### src/rtl/fetch_queue.sv
// Fetch queue: buffers icache words and extracts PC-tagged 16/32-bit instructions at halfword alignment.
// Latency: an ack in cycle n gives instr_valid_o in cycle n+1 (no bypass); one request outstanding.
// Backpressure: req_o drops while the queue is full; instr_ready_i low holds the head instruction.
module fetch_queue #(
    parameter int unsigned      XLEN     = 32,
    parameter int unsigned      DEPTH    = 4,
    parameter logic [XLEN-1:0]  PC_RESET = 32'h8000_0000,
    localparam int unsigned     CW       = $clog2(DEPTH + 1)
) (
    input  logic            clk,
    input  logic            rst_n,
    input  logic            redirect_i,
    input  logic [XLEN-1:0] redirect_pc_i,
    output logic            req_o,
    output logic [XLEN-1:0] req_addr_o,
    output logic            req_kill_o,
    input  logic            ack_i,
    input  logic [31:0]     rdata_i,
    output logic            instr_valid_o,
    output logic [31:0]     instr_o,
    output logic [XLEN-1:0] instr_pc_o,
    output logic            instr_is_comp_o,
    input  logic            instr_ready_i,
    output logic [CW-1:0]   count_o
);

    localparam int unsigned   PW   = $clog2(DEPTH);
    localparam logic [CW-1:0] FULL = CW'(DEPTH);

    logic [31:0]     mem [DEPTH];
    logic [PW-1:0]   head;
    logic [PW-1:0]   tail;
    logic [CW-1:0]   count;
    logic [XLEN-1:0] fetch_addr;
    logic [XLEN-1:0] rd_pc;
    logic            run;

    logic [31:0]     head_word;
    logic [31:0]     next_word;
    logic [15:0]     p0;
    logic            off;
    logic            comp;
    logic            valid;
    logic            push;
    logic            pop;
    logic            free_head;
    logic            unused_pc_lsb;

    assign unused_pc_lsb = redirect_pc_i[0];

    assign head_word = mem[head];
    assign next_word = mem[head + PW'(1)];
    assign off       = rd_pc[1];
    assign p0        = off ? head_word[31:16] : head_word[15:0];
    assign comp      = (p0[1:0] != 2'b11);

    // A 32-bit parcel in the upper half straddles into the next word, so it needs two words held.
    assign valid = (count != '0) && (comp || !off || (count > CW'(1)));

    // run keeps the request line low until the first edge after reset release.
    assign req_o      = run && (count < FULL) && !redirect_i;
    assign req_addr_o = fetch_addr;
    assign req_kill_o = redirect_i;

    assign push      = ack_i && req_o;
    assign pop       = valid && instr_ready_i;
    assign free_head = pop && (!comp || off);

    assign instr_valid_o   = valid;
    assign instr_is_comp_o = valid && comp;
    assign instr_pc_o      = rd_pc;
    assign count_o         = count;

    always_comb begin
        instr_o = '0;
        if (valid) begin
            if (comp)
                instr_o = {16'h0000, p0};
            else if (off)
                instr_o = {next_word[15:0], head_word[31:16]};
            else
                instr_o = head_word;
        end
    end

    always_ff @(posedge clk) begin
        if (push)
            mem[tail] <= rdata_i;
    end

    always_ff @(posedge clk or negedge rst_n) begin
        if (!rst_n) begin
            run        <= 1'b0;
            head       <= '0;
            tail       <= '0;
            count      <= '0;
            rd_pc      <= PC_RESET;
            fetch_addr <= {PC_RESET[XLEN-1:2], 2'b00};
        end else begin
            run <= 1'b1;
            if (redirect_i) begin
                head       <= '0;
                tail       <= '0;
                count      <= '0;
                rd_pc      <= {redirect_pc_i[XLEN-1:1], 1'b0};
                fetch_addr <= {redirect_pc_i[XLEN-1:2], 2'b00};
            end else begin
                if (push) begin
                    tail       <= tail + PW'(1);
                    fetch_addr <= fetch_addr + XLEN'(4);
                end
                if (pop)
                    rd_pc <= rd_pc + (comp ? XLEN'(2) : XLEN'(4));
                if (free_head)
                    head <= head + PW'(1);
                count <= count + CW'(push) - CW'(free_head);
            end
        end
    end

endmodule

### config.mk
export PLATFORM = sky130hd
export DESIGN_NAME = fetch_queue
export DESIGN_NICKNAME = d
export VERILOG_FILES = /design/src/rtl/fetch_queue.sv
export SDC_FILE = /design/constraint.sdc
export NUM_CORES = 1
export LEC_CHECK = 0
export BUFFER_PORTS_ARGS = -buffer_cell sky130_fd_sc_hd__buf_2
export CORE_ASPECT_RATIO = 1.75
export CORE_MARGIN = 8
export CORE_UTILIZATION = 31
export CTS_CLUSTER_DIAMETER = 50
export CTS_CLUSTER_SIZE = 40
export DETAILED_ROUTE_END_ITERATION = 12
export GPL_ROUTABILITY_DRIVEN = 0
export PLACE_DENSITY_LB_ADDON = 0.15
export REMOVE_ABC_BUFFERS = 1
export SYNTH_ARGS = -nofsm -noshare
export SYNTH_HDL_FRONTEND = slang
export SYNTH_SLANG_ARGS = --single-unit
### constraint.sdc
create_clock -name clk -period 3.2 [get_ports clk]
set_input_delay 0.32 -clock clk [delete_from_list [all_inputs] [get_ports clk]]
set_output_delay 0.32 -clock clk [all_outputs]
set_load 0.03 [all_outputs]
* Word-level counts from Yosys, hierarchy flattened *
Memory sizes are Yosys's and may differ from the RTL's.
Index checks and enable logic that the tools add are counted.

word-level totals
  output and inout bits = 103
  RAM bits = 128
  flip-flop bits (word level) = 72
  memories = 1
  logic and storage cells = 49
  bits of input ports = 69

operators by class
  $add $sub $neg = 6
  multiplexer cells = 16
  equality and inequality tests = 1
  reductions and logical operators = 17
  $lt $le $gt $ge = 2

memories
  memory  depth  bits a word  rd ports  clocked after memory_dff  write ports  RTL line  source
  mem     4      32           2         0                         1            30        logic [31:0] mem [DEPTH];

operator list
  operator               count
  $mux 32                7
  $add 32x3->32          1
  $add 32x3->32 const B  1
  $mux 16                1
  $mux 2                 4
  $logic_and 1x1->1      7
  $mux 3                 2
  $reduce_bool 2->1      3
  $add 2x1->2 const B    2
  $add 3x1->3            1
  $gt 3x1->1 const B     1
  $logic_not 1->1        3
  $logic_or 1x1->1       3
  $lt 3x3->1 const B     1
  $reduce_bool 3->1      1
  $sub 3x1->3            1
  $mux 1                 2
  $ne 2x2->1 const B     1

* Logic depth before layout (Yosys ltp) *
Gate-level depths: netlist of the first run.
An unclocked memory read counts as a cell.

  word-level depth = 10
  depth in mapped cells = 16
  mapped depth without buffers = 14

* Worst setup path after synthesis of the first run *
No wires, ideal clock.

  kind = reg2reg
  start = register head[1]
  end = register count[2] (netlist: count_o[2])
  setup time = 131 ps
  slack = -167 ps
  cell stages (with the launch flop) = 17
  data arrival time = 3236 ps
  path through = dfrtp_1 buf_2 mux4_2 nand3_1 nand2_1 ha_1 or3b_2 o211ai_1 buf_2 nor2_1 ha_1 inv_1 ha_1 inv_1 fa_1 xnor2_1 nor2_1

between the ends
  word-level cells in the longest chain between the ends = 10

ends and longest elaborated chain
  item                            RTL line  source
  start: declaration              31        logic [PW-1:0] head;
  start signal: assignment        115       head <= head + PW'(1);
  $mem_v2 4x32 *                  -
  $mux 16 *                       54        assign p0 = off ? head_word[31:16] : head_word[15:0];
  $ne 2x2->1 *                    55        assign comp = (p0[1:0] != 2'b11);
  $logic_or 1x1->1 (2 in series)  58        assign valid = (count != '0) && (comp || !off || (count > CW'(1)));
  $logic_and 1x1->1               58
  $logic_and 1x1->1               66        assign pop = valid && instr_ready_i;
  $logic_and 1x1->1 *             67        assign free_head = pop && (!comp || off);
  $sub 3x1->3 *                   116       count <= count + CW'(push) - CW'(free_head);
  $mux 3 *                        101       if (redirect_i) begin
  end signal: assignment          116
  end: declaration                33        logic [CW-1:0] count;

Every way passes the cells marked *; elsewhere a longest branch is shown, timed or not.
A chain may end at the register's enable or synchronous reset.

* Worst setup path after layout of the first run *
  start = register head[0]
  end = output port instr_o[24]

between the ends
  word-level cells in the longest chain between the ends = 7

ends and longest elaborated chain
  item                            RTL line  source
  $mem_v2 4x32 *                  -
  $mux 16                         54
  $ne 2x2->1                      55
  $logic_or 1x1->1 (2 in series)  58
  $logic_and 1x1->1               58
  $mux 32 *                       76        if (valid) begin
  end: declaration                20        output logic [31:0] instr_o,

Marks and branches as above.

==> impl_metrics.prom, run 1 <==
# TYPE chip_impl_metric gauge
chip_impl_metric{name="synth_largest_type_area_fraction",unit="%"} 40.1
chip_impl_metric{name="clkSlewWorstSetupHoldPaths",unit="ns"} 0.07
chip_impl_info{name="rsz0062_at_grt",value="yes"} 1
chip_impl_metric{name="initial_cell_density_of_the_core",unit="%"} 31.3
chip_impl_metric{name="vdd.ir_drop.worst",unit="mV"} 0.419
chip_impl_metric{name="power.leakage",unit="nW"} 4.65
chip_impl_metric{name="synth.ff_latch_count",unit=""} 197
chip_impl_metric{name="grt.overflow.total",unit=""} 0
chip_impl_metric{name="synth.distinct_cells",unit=""} 45
chip_impl_info{name="worst_setup_path_end_kind",value="primary output"} 1
chip_impl_metric{name="final_nets",unit=""} 1005
chip_impl_metric{name="fin_tns_setup",unit="ns"} -0.560
chip_impl_metric{name="synthesized_area_fraction_occupied_by_and_or_nand_nor_cells",unit="%"} 12.6
chip_impl_metric{name="critical_path_maximum_fanout",unit=""} 8
chip_impl_metric{name="fillCellCount",unit=""} 2927
chip_impl_metric{name="vias",unit=""} 6803
chip_impl_metric{name="post_synth_xor_area_fraction",unit="%"} 4.57
chip_impl_metric{name="finalCritPeriodShare",unit="%"} 102
chip_impl_metric{name="drive_above_1_share",unit="%"} 42.1
chip_impl_metric{name="worst_ep_required_time",unit="ns"} 2.88
chip_impl_metric{name="core-area",unit="mm²"} 0.0306
chip_impl_metric{name="power",unit="mW"} 8.02
chip_impl_metric{name="power.density_cell_area",unit="mW/mm²"} 640
chip_impl_info{name="failed_checks",value="setup timing"} 1
chip_impl_metric{name="post_synth_fa_ha_maj_area_fraction",unit="%"} 1.98
chip_impl_metric{name="io_pins",unit=""} 172
chip_impl_metric{name="post_synth_edffs",unit=""} 128
chip_impl_metric{name="cell_internal_pwr",unit="mW"} 5.13
chip_impl_metric{name="slew-limit-headroom",unit="%"} 43.6
chip_impl_metric{name="pwr-share-comb",unit="%"} 35.8
chip_impl_metric{name="htreeDepth",unit=""} 4
chip_impl_info{name="synth-main-ff-cell",value="edfxtp_1"} 1
chip_impl_metric{name="antenna_found_initial",unit=""} 2
chip_impl_metric{name="net_switching_fraction_of_the_power",unit="%"} 36.1
chip_impl_metric{name="route.final.wire_length",unit="µm"} 29700
chip_impl_metric{name="place.port_buffers",unit=""} 167
chip_impl_metric{name="power.sequential.fraction",unit="%"} 37.8
chip_impl_info{name="synth_area_leaders",value="edfxtp_1, dfrtp_1, mux4_2"} 1
chip_impl_metric{name="switchingPower",unit="mW"} 2.90
chip_impl_metric{name="setup_ws",unit="ns"} -0.0496
chip_impl_metric{name="clock_path_buffers",unit=""} 2
chip_impl_info{name="hold_path_class",value="in -> reg"} 1
chip_impl_metric{name="muxShareOfSynthArea",unit="%"} 15.1
chip_impl_metric{name="drv.max_cap_violation_count",unit=""} 0
chip_impl_metric{name="hpwl",unit="µm"} 20600
chip_impl_metric{name="gr-usage-all-layers",unit="%"} 15.9
chip_impl_info{name="setup.worst_path.start_class",value="register"} 1
chip_impl_metric{name="hold_viol_final",unit=""} 0
chip_impl_metric{name="synth_async_sr_flop_share",unit="%"} 35.0
chip_impl_metric{name="stdcell_area",unit="mm²"} 0.0125
chip_impl_info{name="tritoncts",value="built"} 1
chip_impl_metric{name="power_frac_clock",unit="%"} 26.4
chip_impl_info{name="synth_top_area_cell",value="edfxtp_1"} 1
chip_impl_metric{name="hold-path-cell-count",unit=""} 1
chip_impl_metric{name="synth_area",unit="mm²"} 0.00959
chip_impl_metric{name="grt_start_max_net_pins",unit=""} 72
chip_impl_metric{name="synth-compound-area-share",unit="%"} 4.88
chip_impl_metric{name="utilization_after_layout",unit="%"} 40.9
chip_impl_info{name="status",value="complete, but fails checks"} 1
chip_impl_metric{name="cts.sinks",unit=""} 197
chip_impl_metric{name="route.antenna.remaining_nets",unit=""} 0
chip_impl_metric{name="finalWorstPathRequiredPeriod",unit="ns"} 3.25
chip_impl_metric{name="routedWlPerCell",unit="µm"} 22.4
chip_impl_metric{name="r2r_cells",unit=""} 13
chip_impl_info{name="timing.setup.critical_path_class",value="reg -> out"} 1
chip_impl_info{name="cts_root_buffer",value="clkbuf_16"} 1
chip_impl_metric{name="ys_seq_area_share",unit="%"} 58.1
chip_impl_metric{name="num_rows",unit=""} 85
chip_impl_info{name="main_combinational_cell_family_by_area_after_synthesis",value="multiplexers"} 1
chip_impl_metric{name="grt_pass1_vias",unit=""} 7324
chip_impl_metric{name="die_h",unit="µm"} 249
chip_impl_metric{name="syn_area_per_cell",unit="µm²"} 13.3
chip_impl_metric{name="wp_data_arrival",unit="ns"} 2.93
chip_impl_metric{name="die_width",unit="µm"} 149
chip_impl_metric{name="cts-buffers-inserted",unit=""} 17
chip_impl_metric{name="drt_drc_violations_left",unit=""} 0
chip_impl_metric{name="drtPass1Iterations",unit=""} 4
chip_impl_metric{name="timing.final.setup_violations",unit=""} 24
chip_impl_metric{name="multi_input_area",unit="mm²"} 0.00430
chip_impl_metric{name="maxSlewViolCount",unit=""} 0
chip_impl_metric{name="detailed_place.area",unit="mm²"} 0.0110
chip_impl_metric{name="ys_warn_count",unit=""} 0
chip_impl_metric{name="insertion_delay",unit="ns"} 0.45
chip_impl_metric{name="r2r_setup_slack",unit="ns"} 0
chip_impl_metric{name="grt_pass1_wl",unit="µm"} 44200
chip_impl_metric{name="netlist_instances",unit=""} 723
chip_impl_metric{name="tightest_slew",unit="ns"} 0.846
chip_impl_metric{name="design.die.area",unit="mm²"} 0.0370
chip_impl_metric{name="synthToLayoutAreaGrowth",unit="%"} 30.8
chip_impl_metric{name="drt_iter0_markers",unit=""} 243
chip_impl_metric{name="routed_via_density",unit=""} 5.12
chip_impl_metric{name="register_area",unit="mm²"} 0.00558
chip_impl_metric{name="finalClockSkew",unit="ns"} 0.0177
chip_impl_metric{name="max_freq",unit="GHz"} 0.308
[final cells by class]
type | count | share of cell area (%)
Timing Repair Buffer | 219 | 12.3
Antenna cell | 2 | 0.0399
Clock inverter | 14 | 1.15
Multi-Input combinational cell | 472 | 34.3
Sequential cell | 197 | 44.5
Clock buffer | 18 | 3.42
Tap cell | 391 | 3.90
Inverter | 15 | 0.449
[power groups by stage]
stage               Combinational, mW  Sequential, mW  Clock (mW)
floorplan                        1.02            3.30           0
global placement                 2.15            3.09           0
detailed placement               2.16            3.09           0
CTS                              2.82            3.04        2.19
global route                     3.07            3.06        2.27
finish                           2.87            3.04        2.11
[repair_timing]
action,in CTS,in global routing
buffers inserted,4,8
endpoints found under the setup margin,46,49
pin swaps,6,9
endpoints found under the hold margin,17,0
gates cloned,2,1
hold buffers,1,0
gates resized for setup,147,24
[worst paths after layout]
kind | from | endpoint
worst min register to register | req_addr_o[30]$_DFFE_PN0N_ | req_addr_o[30]$_DFFE_PN0N_
min in group asynchronous | rst_n | req_addr_o[21]$_DFFE_PN0N_
max in group asynchronous | rst_n | instr_pc_o[3]$_DFFE_PN0N_
worst max-delay path | head[0]$_DFFE_PN0P_ | instr_o[24]
worst min-delay path | rdata_i[2] | mem[0][2]$_DFFE_PP_
worst max register to register | head[0]$_DFFE_PN0P_ | instr_pc_o[27]$_DFFE_PN0N_
[routing by layer]
metal  share of wire, %  global-route usage (%)
met1                 36                    15.7
met3                4.8                    3.69
met5              0.027                       0
met4                3.0                    6.84
met2                 56                    30.3
[registers in the layout, summed over array words and instances, names as in the netlist]
name        cells
req_addr_o     30
mem           128
run             1
head            2
count_o         3
tail            2
instr_pc_o     31
[through the flow]
stage / setup WS, ns / hold slack, ns / cells
floorplan: -1.82 / 0.0244 / 684
global placement: -0.128 / 0.304 / 1279
detailed placement: -0.164 / 0.304 / 1279
CTS: -0.110 / 0.0570 / 1317
global route: -0.179 / 0.0622 / 1326
finish: -0.0496 / 0.0802 / 1328
[synthesized netlist by cell type (3+ instances only)]
cell type / count
a21oi_1: 34
and2_1: 5
and3_1: 10
and4_1: 6
buf_1: 3
buf_2: 13
buf_4: 6
clkbuf_1: 19
dfrtp_1: 67
edfxtp_1: 128
ha_1: 12
inv_1: 15
mux2_2: 33
mux4_2: 48
nand2_1: 113
nand2b_1: 4
nand3_1: 23
nand4_1: 15
nor2_1: 19
nor2b_1: 12
nor3_1: 10
nor4_1: 15
o21a_1: 8
o21ai_0: 21
o311ai_0: 5
o311ai_1: 6
xnor2_1: 28
xor2_1: 22
[cells in the final DEF, fill, tap and decap left out, drive strengths merged, types with 15 or more instances in the layout]
master  synthesis  layout
xnor2          28      28
nor4           16      16
dfrtp          67      67
edfxtp        128     128
a21oi          34      34
mux2           33      33
nand4          15      15
xor2           22      22
nand3          25      25
inv            15      21
nor2           19      19
o21ai          22      22
mux4           48      48
nand2         113     113
clkbuf         19      19
buf            22     217
[worst max-delay path, stage by stage, from the launching register on]
cell and delay (ns):
dfrtp_2 0.48, mux4_2 0.56, nand3_2 0.11, nand2_4 0.06
buf_6 0.12, ha_4 0.15, a2bb2oi_2 0.14, buf_4 0.14
o21ai_4 0.08, inv_2 0.09, nand2_4 0.08, buf_12 0.17
a21oi_4 0.14, buf_6 0.15
[cell families (layout without fill, tap and decap cells)]
logic type | Yosys count | in the layout
XOR/XNOR | 50 | 50
buffers and inverters | 56 | 266
multiplexers | 81 | 81
other | 2 | 6
adder cells (fa/ha/maj) | 14 | 14
flip-flops | 197 | 197
AO/OA/AOI/OAI | 79 | 79
AND/OR/NAND/NOR | 244 | 244
Note: power is estimated with default switching activity, not from simulation.
==> inputs of run 2 (changes only) <==
--- a/config.mk
+++ b/config.mk
@@ -13,7 +13,6 @@
 export CTS_CLUSTER_SIZE = 40
 export DETAILED_ROUTE_END_ITERATION = 12
 export GPL_ROUTABILITY_DRIVEN = 0
-export PLACE_DENSITY_LB_ADDON = 0.15
 export REMOVE_ABC_BUFFERS = 1
 export SYNTH_ARGS = -nofsm -noshare
 export SYNTH_HDL_FRONTEND = slang
==> run 2 against run 1 <==
  * The run now ends clean
  * First-iteration DRC count is 0.82% lower
  * Maximum frequency up 2.6%
  * Core utilization is 0.55 points lower
  * Clock skew is 0.0052 ns lower
  * Largest power group unchanged
==> impl_metrics.prom, run 2 (same netlist as run 1, synthesis figures left out) <==
# TYPE chip_impl_metric gauge
chip_impl_metric{name="route.antenna.remaining_nets",unit=""} 0
chip_impl_metric{name="hpwl",unit="µm"} 20000
chip_impl_info{name="cp_cell_sequence",value="mux4_2 -> nand3_2 -> nand2_4 -> ha_4 -> a2bb2oi_2 -> buf_4 -> o21ai_4 -> inv_2 -> nand2_4 -> buf_16 -> a21oi_4 -> buf_6"} 1
chip_impl_info{name="mostFrequentLayoutCell",value="buf_2"} 1
chip_impl_metric{name="place.port_buffers",unit=""} 167
chip_impl_metric{name="timing.final.setup_violations",unit=""} 0
chip_impl_metric{name="multi_input_area",unit="mm²"} 0.00421
chip_impl_metric{name="grt.overflow.total",unit=""} 0
chip_impl_metric{name="critical_path_maximum_fanout",unit=""} 7
chip_impl_metric{name="fillCellCount",unit=""} 2915
chip_impl_info{name="reg2reg_to",value="instr_pc_o[13]$_DFFE_PN0N_"} 1
chip_impl_metric{name="design.die.area",unit="mm²"} 0.0370
chip_impl_metric{name="maxSlewViolCount",unit=""} 0
chip_impl_metric{name="core-area",unit="mm²"} 0.0306
chip_impl_info{name="tritoncts",value="built"} 1
chip_impl_metric{name="routed_via_density",unit=""} 5.18
chip_impl_metric{name="grt_pass1_wl",unit="µm"} 42100
chip_impl_metric{name="drt_iter0_markers",unit=""} 241
chip_impl_metric{name="number_of_flip_flops_in_the_largest_register",unit=""} 128
chip_impl_metric{name="grt_start_max_net_pins",unit=""} 44
chip_impl_metric{name="wp_data_arrival",unit="ns"} 2.85
chip_impl_metric{name="worst_ep_required_time",unit="ns"} 2.88
chip_impl_metric{name="placed_cells_incl_taps",unit=""} 1276
chip_impl_metric{name="initial_cell_density_of_the_core",unit="%"} 31.3
chip_impl_metric{name="worst-path-buf-inv",unit=""} 4
chip_impl_metric{name="finalCritPeriodShare",unit="%"} 99.0
chip_impl_metric{name="power.density_cell_area",unit="mW/mm²"} 622
chip_impl_metric{name="power",unit="mW"} 7.69
chip_impl_metric{name="routedWlPerCell",unit="µm"} 21.4
chip_impl_info{name="hold_path_class",value="in -> reg"} 1
chip_impl_metric{name="gr-usage-all-layers",unit="%"} 15.2
chip_impl_metric{name="drtPass1Iterations",unit=""} 6
chip_impl_metric{name="drive_above_1_share",unit="%"} 42.3
chip_impl_metric{name="route.final.wire_length",unit="µm"} 28300
chip_impl_metric{name="slew-limit-headroom",unit="%"} 46.4
chip_impl_metric{name="vdd.ir_drop.worst",unit="mV"} 0.489
chip_impl_metric{name="r2r_cells",unit=""} 14
chip_impl_info{name="max_flop_register",value="mem"} 1
chip_impl_metric{name="tightest_slew",unit="ns"} 0.805
chip_impl_metric{name="cts.sinks",unit=""} 197
chip_impl_info{name="hold_path_end",value="mem[2][7]$_DFFE_PP_"} 1
chip_impl_info{name="layout.cells.most_common_list",value="buf_2, edfxtp_1, nand2_1"} 1
chip_impl_info{name="timing.setup.critical_path_class",value="reg -> out"} 1
chip_impl_metric{name="die_width",unit="µm"} 149
chip_impl_info{name="rsz0062_at_grt",value="yes"} 1
chip_impl_metric{name="io_pins",unit=""} 172
chip_impl_metric{name="die_h",unit="µm"} 249
chip_impl_metric{name="finalClockSkew",unit="ns"} 0.0125
chip_impl_metric{name="clkSlewWorstSetupHoldPaths",unit="ns"} 0.07
chip_impl_metric{name="drt_drc_violations_left",unit=""} 0
chip_impl_metric{name="layoutNonFillerInstCount",unit=""} 1321
chip_impl_metric{name="hold-path-cell-count",unit=""} 1
chip_impl_info{name="reg2reg_from",value="head[0]$_DFFE_PN0P_"} 1
chip_impl_metric{name="finalWorstPathRequiredPeriod",unit="ns"} 3.17
chip_impl_info{name="worst_setup_path_end_kind",value="primary output"} 1
chip_impl_metric{name="insertion_delay",unit="ns"} 0.45
chip_impl_metric{name="power.leakage",unit="nW"} 4.65
chip_impl_metric{name="clock_path_buffers",unit=""} 2
chip_impl_info{name="min_from",value="rdata_i[7]"} 1
chip_impl_info{name="cpMostUsedCell",value="nand2_4"} 1
chip_impl_metric{name="utilization_after_layout",unit="%"} 40.4
chip_impl_metric{name="r2r_setup_slack",unit="ns"} 0.04
chip_impl_metric{name="vias",unit=""} 6845
chip_impl_info{name="path_delay_family",value="multiplexers"} 1
chip_impl_info{name="cts_root_buffer",value="clkbuf_16"} 1
chip_impl_metric{name="grt_pass1_vias",unit=""} 7289
chip_impl_metric{name="register_area",unit="mm²"} 0.00558
chip_impl_info{name="setup.worst_path.start_class",value="register"} 1
chip_impl_info{name="critPathSlowestCell",value="mux4_2"} 1
chip_impl_metric{name="hold_viol_final",unit=""} 0
chip_impl_metric{name="fin_tns_setup",unit="ns"} 0
chip_impl_metric{name="htreeDepth",unit=""} 4
chip_impl_metric{name="cts-buffers-inserted",unit=""} 17
chip_impl_metric{name="max_freq",unit="GHz"} 0.316
chip_impl_metric{name="cpPeakStageDelay",unit="ns"} 0.56
chip_impl_metric{name="antenna_found_initial",unit=""} 5
chip_impl_metric{name="final_nets",unit=""} 998
chip_impl_info{name="status",value="completed"} 1
chip_impl_metric{name="num_rows",unit=""} 85
chip_impl_metric{name="synthToLayoutAreaGrowth",unit="%"} 29.0
chip_impl_metric{name="drv.max_cap_violation_count",unit=""} 0
-- run 2: cell types whose count changed in the layout (fill, tap and decap cells not counted), moves of 4 or more --
| cell | change |
|---|---|
| a21oi_4 | -15 |
| buf_6 | -14 |
| a21oi_2 | +10 |
| a21oi_1 | +5 |
| and2_1 | -4 |
| and2_2 | +4 |
-- run 2: metrics by stage --
| stage | area (µm²) | hold WS (ns) | setup WS [ns] |
|---|---|---|---|
| 2_1_floorplan | 9400 | 0.0244 | -1.82 |
| 3_3_place_gp | 11100 | 0.431 | -0.110 |
| 3_5_place_dp | 11100 | 0.450 | -0.150 |
| 4_1_cts | 12000 | 0.0507 | -0.0222 |
| 5_1_grt | 12400 | 0.0641 | -0.107 |
| 6_report | 12400 | 0.0875 | 0.0315 |
-- run 2: area by class of cell --
class | instances | share of cell area, %
well taps | 391 | 3.96
inverters | 15 | 0.455
repair buffers | 212 | 11.7
clock buffers | 22 | 4.03
multi-input cells | 472 | 34.0
diodes | 2 | 0.0405
flip-flops and latches | 197 | 45.1
clock inverters | 10 | 0.749
-- run 2: worst max-delay path by stage --
stage,startpoint,to,slack [ns],cells past startpoint
5_1_grt,head[0]$_DFFE_PN0P_,count_o[2]$_DFF_PN0_,-0.11,14
6_report,head[0]$_DFFE_PN0P_,instr_o[22],0.03,12
3_5_place_dp,head[0]$_DFFE_PN0P_,instr_pc_o[27]$_DFFE_PN0N_,-0.15,13
4_1_cts,head[0]$_DFFE_PN0P_,instr_pc_o[19]$_DFFE_PN0N_,-0.02,13
2_1_floorplan,head[1]$_DFFE_PN0P_,instr_o[17],-1.82,9
3_3_place_gp,head[0]$_DFFE_PN0P_,instr_pc_o[19]$_DFFE_PN0N_,-0.11,13
-- run 2: power breakdown --
| part | leakage, nW | switching, mW | internal (mW) | total, mW |
|---|---|---|---|---|
| Clock | 0.295 | 0.958 | 1.19 | 2.15 |
| Combinational | 2.38 | 1.53 | 0.973 | 2.50 |
| Sequential | 1.97 | 0.181 | 2.85 | 3.03 |
| Total | 4.65 | 2.67 | 5.02 | 7.69 |
-- run 2: repair_timing --
item                                    4_1_cts  5_1_grt
endpoints found under the hold margin        26        0
buffers inserted                              6        3
pin swaps                                     4       20
endpoints found under the setup margin       47       47
gates resized for setup                      62       85
cloned                                        1        1
hold buffers                                  1        0
-- run 2: worst register-to-register path: stages (launching register included) --
cell,delay (ns)
dfrtp_2,0.47
mux4_2,0.57
nand3_2,0.12
nand2_4,0.08
inv_2,0.08
ha_4,0.12
inv_1,0.05
fa_2,0.35
and4b_1,0.25
o211ai_1,0.15
buf_6,0.21
buf_4,0.15
nor2_2,0.11
xor2_1,0.08
mux2_2,0.26
-- run 2: metal layers --
metal  wire length, µm  part of all wire, %  vias up  GRT usage (%)
li1                  -                    -     3071              -
met1              9920                   35     3442           15.1
met2             15400                   54      255           27.7
met3              1710                  6.0       71           3.55
met4              1300                  4.6        6           8.90
met5                37                 0.13        -              0
==> inputs of run 3 (changes only) <==
--- a/config.mk
+++ b/config.mk
@@ -8,7 +8,7 @@
 export BUFFER_PORTS_ARGS = -buffer_cell sky130_fd_sc_hd__buf_2
 export CORE_ASPECT_RATIO = 1.75
 export CORE_MARGIN = 8
-export CORE_UTILIZATION = 31
+export CORE_UTILIZATION = 35
 export CTS_CLUSTER_DIAMETER = 50
 export CTS_CLUSTER_SIZE = 40
 export DETAILED_ROUTE_END_ITERATION = 12
==> run 3 against run 2 <==
  * Hold slack hardly changed
  * Register-to-register slack worse by 0.02 ns
  * Cell area is 1.1% higher
  * Setup slack worse by 0.025 ns
  * Global-route usage is 1.8 points higher
  * Total power is 2.9% higher
  * Sequential power hardly changed
==> impl_metrics.prom, run 3 (same netlist as run 1, synthesis figures left out) <==
# TYPE chip_impl_metric gauge
chip_impl_metric{name="worst-path-buf-inv",unit=""} 4
chip_impl_metric{name="finalCritPeriodShare",unit="%"} 99.8
chip_impl_info{name="reg2reg_to",value="count_o[2]$_DFF_PN0_"} 1
chip_impl_metric{name="gr-usage-all-layers",unit="%"} 17.0
chip_impl_metric{name="critical_path_maximum_fanout",unit=""} 8
chip_impl_metric{name="drtPass1Iterations",unit=""} 4
chip_impl_info{name="startpoint",value="head[0]$_DFFE_PN0P_"} 1
chip_impl_metric{name="timing.final.setup_violations",unit=""} 0
chip_impl_metric{name="routedWlPerCell",unit="µm"} 21.3
chip_impl_info{name="cts_root_buffer",value="clkbuf_16"} 1
chip_impl_metric{name="drt_drc_violations_left",unit=""} 0
chip_impl_metric{name="max_freq",unit="GHz"} 0.313
chip_impl_metric{name="multi_input_area",unit="mm²"} 0.00434
chip_impl_metric{name="vias",unit=""} 6832
chip_impl_metric{name="r2r_setup_slack",unit="ns"} 0.02
chip_impl_info{name="cpMostUsedCell",value="nand2_4"} 1
chip_impl_metric{name="io_pins",unit=""} 172
chip_impl_info{name="rsz0062_at_grt",value="yes"} 1
chip_impl_metric{name="cpPeakStageDelay",unit="ns"} 0.56
chip_impl_metric{name="drive_above_1_share",unit="%"} 43.2
chip_impl_metric{name="grt_pass1_wl",unit="µm"} 42400
chip_impl_metric{name="route.final.wire_length",unit="µm"} 27800
chip_impl_metric{name="slew-limit-headroom",unit="%"} 34.3
chip_impl_metric{name="register_area",unit="mm²"} 0.00558
chip_impl_metric{name="preCtsSetupSlack",unit="ns"} -0.153
chip_impl_info{name="critical_path.endpoint",value="instr_o[17]"} 1
chip_impl_metric{name="synthToLayoutAreaGrowth",unit="%"} 30.4
chip_impl_metric{name="cts-buffers-inserted",unit=""} 17
chip_impl_info{name="hold_path_class",value="in -> reg"} 1
chip_impl_info{name="path_delay_family",value="multiplexers"} 1
chip_impl_info{name="setup.worst_path.start_class",value="register"} 1
chip_impl_metric{name="power.leakage",unit="nW"} 4.68
chip_impl_metric{name="tightest_slew",unit="ns"} 0.986
chip_impl_info{name="status",value="completed"} 1
chip_impl_metric{name="hpwl",unit="µm"} 19200
chip_impl_metric{name="finalWorstPathRequiredPeriod",unit="ns"} 3.19
chip_impl_metric{name="finalClockSkew",unit="ns"} 0.00961
chip_impl_metric{name="maxSlewViolCount",unit=""} 0
chip_impl_metric{name="clock_path_buffers",unit=""} 2
chip_impl_metric{name="core-area",unit="mm²"} 0.0271
chip_impl_metric{name="design.die.area",unit="mm²"} 0.0332
chip_impl_metric{name="stdcell_area",unit="mm²"} 0.0125
chip_impl_info{name="layout.cells.most_common_list",value="buf_2, edfxtp_1, nand2_1"} 1
chip_impl_metric{name="power",unit="mW"} 7.91
chip_impl_info{name="cp_cell_sequence",value="mux4_2 -> nand3_2 -> nand2_4 -> ha_4 -> a2bb2oi_2 -> buf_4 -> o21ai_4 -> inv_2 -> nand2_4 -> buf_16 -> a21oi_4 -> buf_6"} 1
chip_impl_info{name="tritoncts",value="built"} 1
chip_impl_info{name="worst_setup_path_end_kind",value="primary output"} 1
chip_impl_metric{name="grt_met3_use",unit="%"} 4.71
chip_impl_metric{name="worst_ep_required_time",unit="ns"} 2.88
chip_impl_metric{name="grt_start_max_net_pins",unit=""} 87
chip_impl_metric{name="insertion_delay",unit="ns"} 0.44
chip_impl_info{name="gr-max-usage-layer",value="met2"} 1
chip_impl_metric{name="num_rows",unit=""} 80
chip_impl_metric{name="initial_cell_density_of_the_core",unit="%"} 35.4
chip_impl_metric{name="path_depth",unit=""} 12
chip_impl_metric{name="drv.max_cap_violation_count",unit=""} 0
chip_impl_metric{name="vdd.ir_drop.worst",unit="mV"} 0.535
chip_impl_metric{name="antenna_found_initial",unit=""} 1
chip_impl_metric{name="grt_pass1_vias",unit=""} 7413
chip_impl_metric{name="drt_iter0_markers",unit=""} 456
chip_impl_metric{name="wp_data_arrival",unit="ns"} 2.87
chip_impl_metric{name="detailed_place.area",unit="mm²"} 0.0110
chip_impl_metric{name="routed_via_density",unit=""} 5.25
chip_impl_metric{name="clkSlewWorstSetupHoldPaths",unit="ns"} 0.08
chip_impl_metric{name="final_nets",unit=""} 1000
chip_impl_metric{name="placed_cells_incl_taps",unit=""} 1255
chip_impl_metric{name="hold_viol_final",unit=""} 0
chip_impl_metric{name="number_of_flip_flops_in_the_largest_register",unit=""} 128
chip_impl_info{name="max_flop_register",value="mem"} 1
chip_impl_metric{name="htreeDepth",unit=""} 4
chip_impl_metric{name="r2r_cells",unit=""} 14
chip_impl_metric{name="place.port_buffers",unit=""} 167
chip_impl_info{name="mostFrequentLayoutCell",value="buf_2"} 1
chip_impl_metric{name="die_h",unit="µm"} 235
chip_impl_metric{name="route.antenna.remaining_nets",unit=""} 0
chip_impl_metric{name="utilization_after_layout",unit="%"} 46.1
chip_impl_metric{name="setup_ws",unit="ns"} 0.00656
chip_impl_metric{name="grt.overflow.total",unit=""} 0
chip_impl_metric{name="die_width",unit="µm"} 141
chip_impl_info{name="timing.setup.critical_path_class",value="reg -> out"} 1
chip_impl_metric{name="fillCellCount",unit=""} 2481
chip_impl_info{name="reg2reg_from",value="head[0]$_DFFE_PN0P_"} 1
chip_impl_info{name="critPathSlowestCell",value="mux4_2"} 1
chip_impl_metric{name="cts.sinks",unit=""} 197
chip_impl_metric{name="power.density_cell_area",unit="mW/mm²"} 632
chip_impl_metric{name="globalRouteMet1Util",unit="%"} 17.3
chip_impl_metric{name="global_routing_usage_on_met2",unit="%"} 30.9
chip_impl_metric{name="layoutNonFillerInstCount",unit=""} 1301
run 3: worst reg2reg max path, cell delays in order, from the launching register on:
cell	delay, ns
dfrtp_2	0.49
mux4_2	0.56
nand3_2	0.12
nand2_4	0.09
ha_4	0.17
or3b_4	0.25
o211ai_1	0.11
nor2_1	0.17
ha_1	0.24
inv_1	0.07
ha_2	0.17
inv_2	0.04
fa_2	0.34
xnor2_2	0.16
nor2_1	0.06
run 3: area by class of cell:
cell class | instances | share of cell area [%]
clock inverters | 14 | 1.29
diodes | 2 | 0.0400
clock buffers | 18 | 3.43
multi-input cells | 472 | 34.7
well taps | 369 | 3.69
repair buffers | 214 | 11.8
flip-flops and latches | 197 | 44.6
inverters | 15 | 0.470
run 3: report_power, final:
group	switching, mW	total, mW	internal, mW
clock	1.03	2.15	1.12
sequential	0.187	3.04	2.85
combinational	1.63	2.72	1.09
run 3: how the worst min path moves through the flow:
| stage | start | endpoint | slack (ns) | cells after the start |
|---|---|---|---|---|
| 2_1_floorplan | rst_n | count_o[0]$_DFF_PN0_ | 0.02 | 0 |
| 3_3_place_gp | rst_n | req_addr_o[19]$_DFFE_PN0N_ | 0.29 | 1 |
| 3_5_place_dp | rst_n | req_addr_o[19]$_DFFE_PN0N_ | 0.29 | 1 |
| 4_1_cts | rdata_i[15] | mem[0][15]$_DFFE_PP_ | 0.06 | 1 |
| 5_1_grt | rdata_i[15] | mem[1][15]$_DFFE_PP_ | 0.06 | 1 |
| 6_report | rdata_i[8] | mem[2][8]$_DFFE_PP_ | 0.09 | 1 |
run 3: timing repair:
item                                   4_1_cts  5_1_grt
setup endpoints to repair                   47       49
gates cloned                                 2        0
endpoints found under the hold margin       15        0
pin swaps                                    7       19
hold buffers                                 1        0
gates resized for setup                     92      100
setup buffers                                6        4
run 3: layer usage:
metal	up-vias	wire, µm
met2	222	15000
met4	0	1170
met3	63	1680
met1	3462	9880
met5	-	0
li1	3085	-
run 3: through the flow:
| step | TNS [ns] | hold slack (ns) |
|---|---|---|
| 6_report | 0 | 0.0871 |
| 3_3_place_gp | -0.247 | 0.294 |
| 2_1_floorplan | -88.87 | 0.0244 |
| 5_1_grt | -2.58 | 0.0565 |
| 3_5_place_dp | -0.683 | 0.291 |
| 4_1_cts | -0.0411 | 0.0557 |
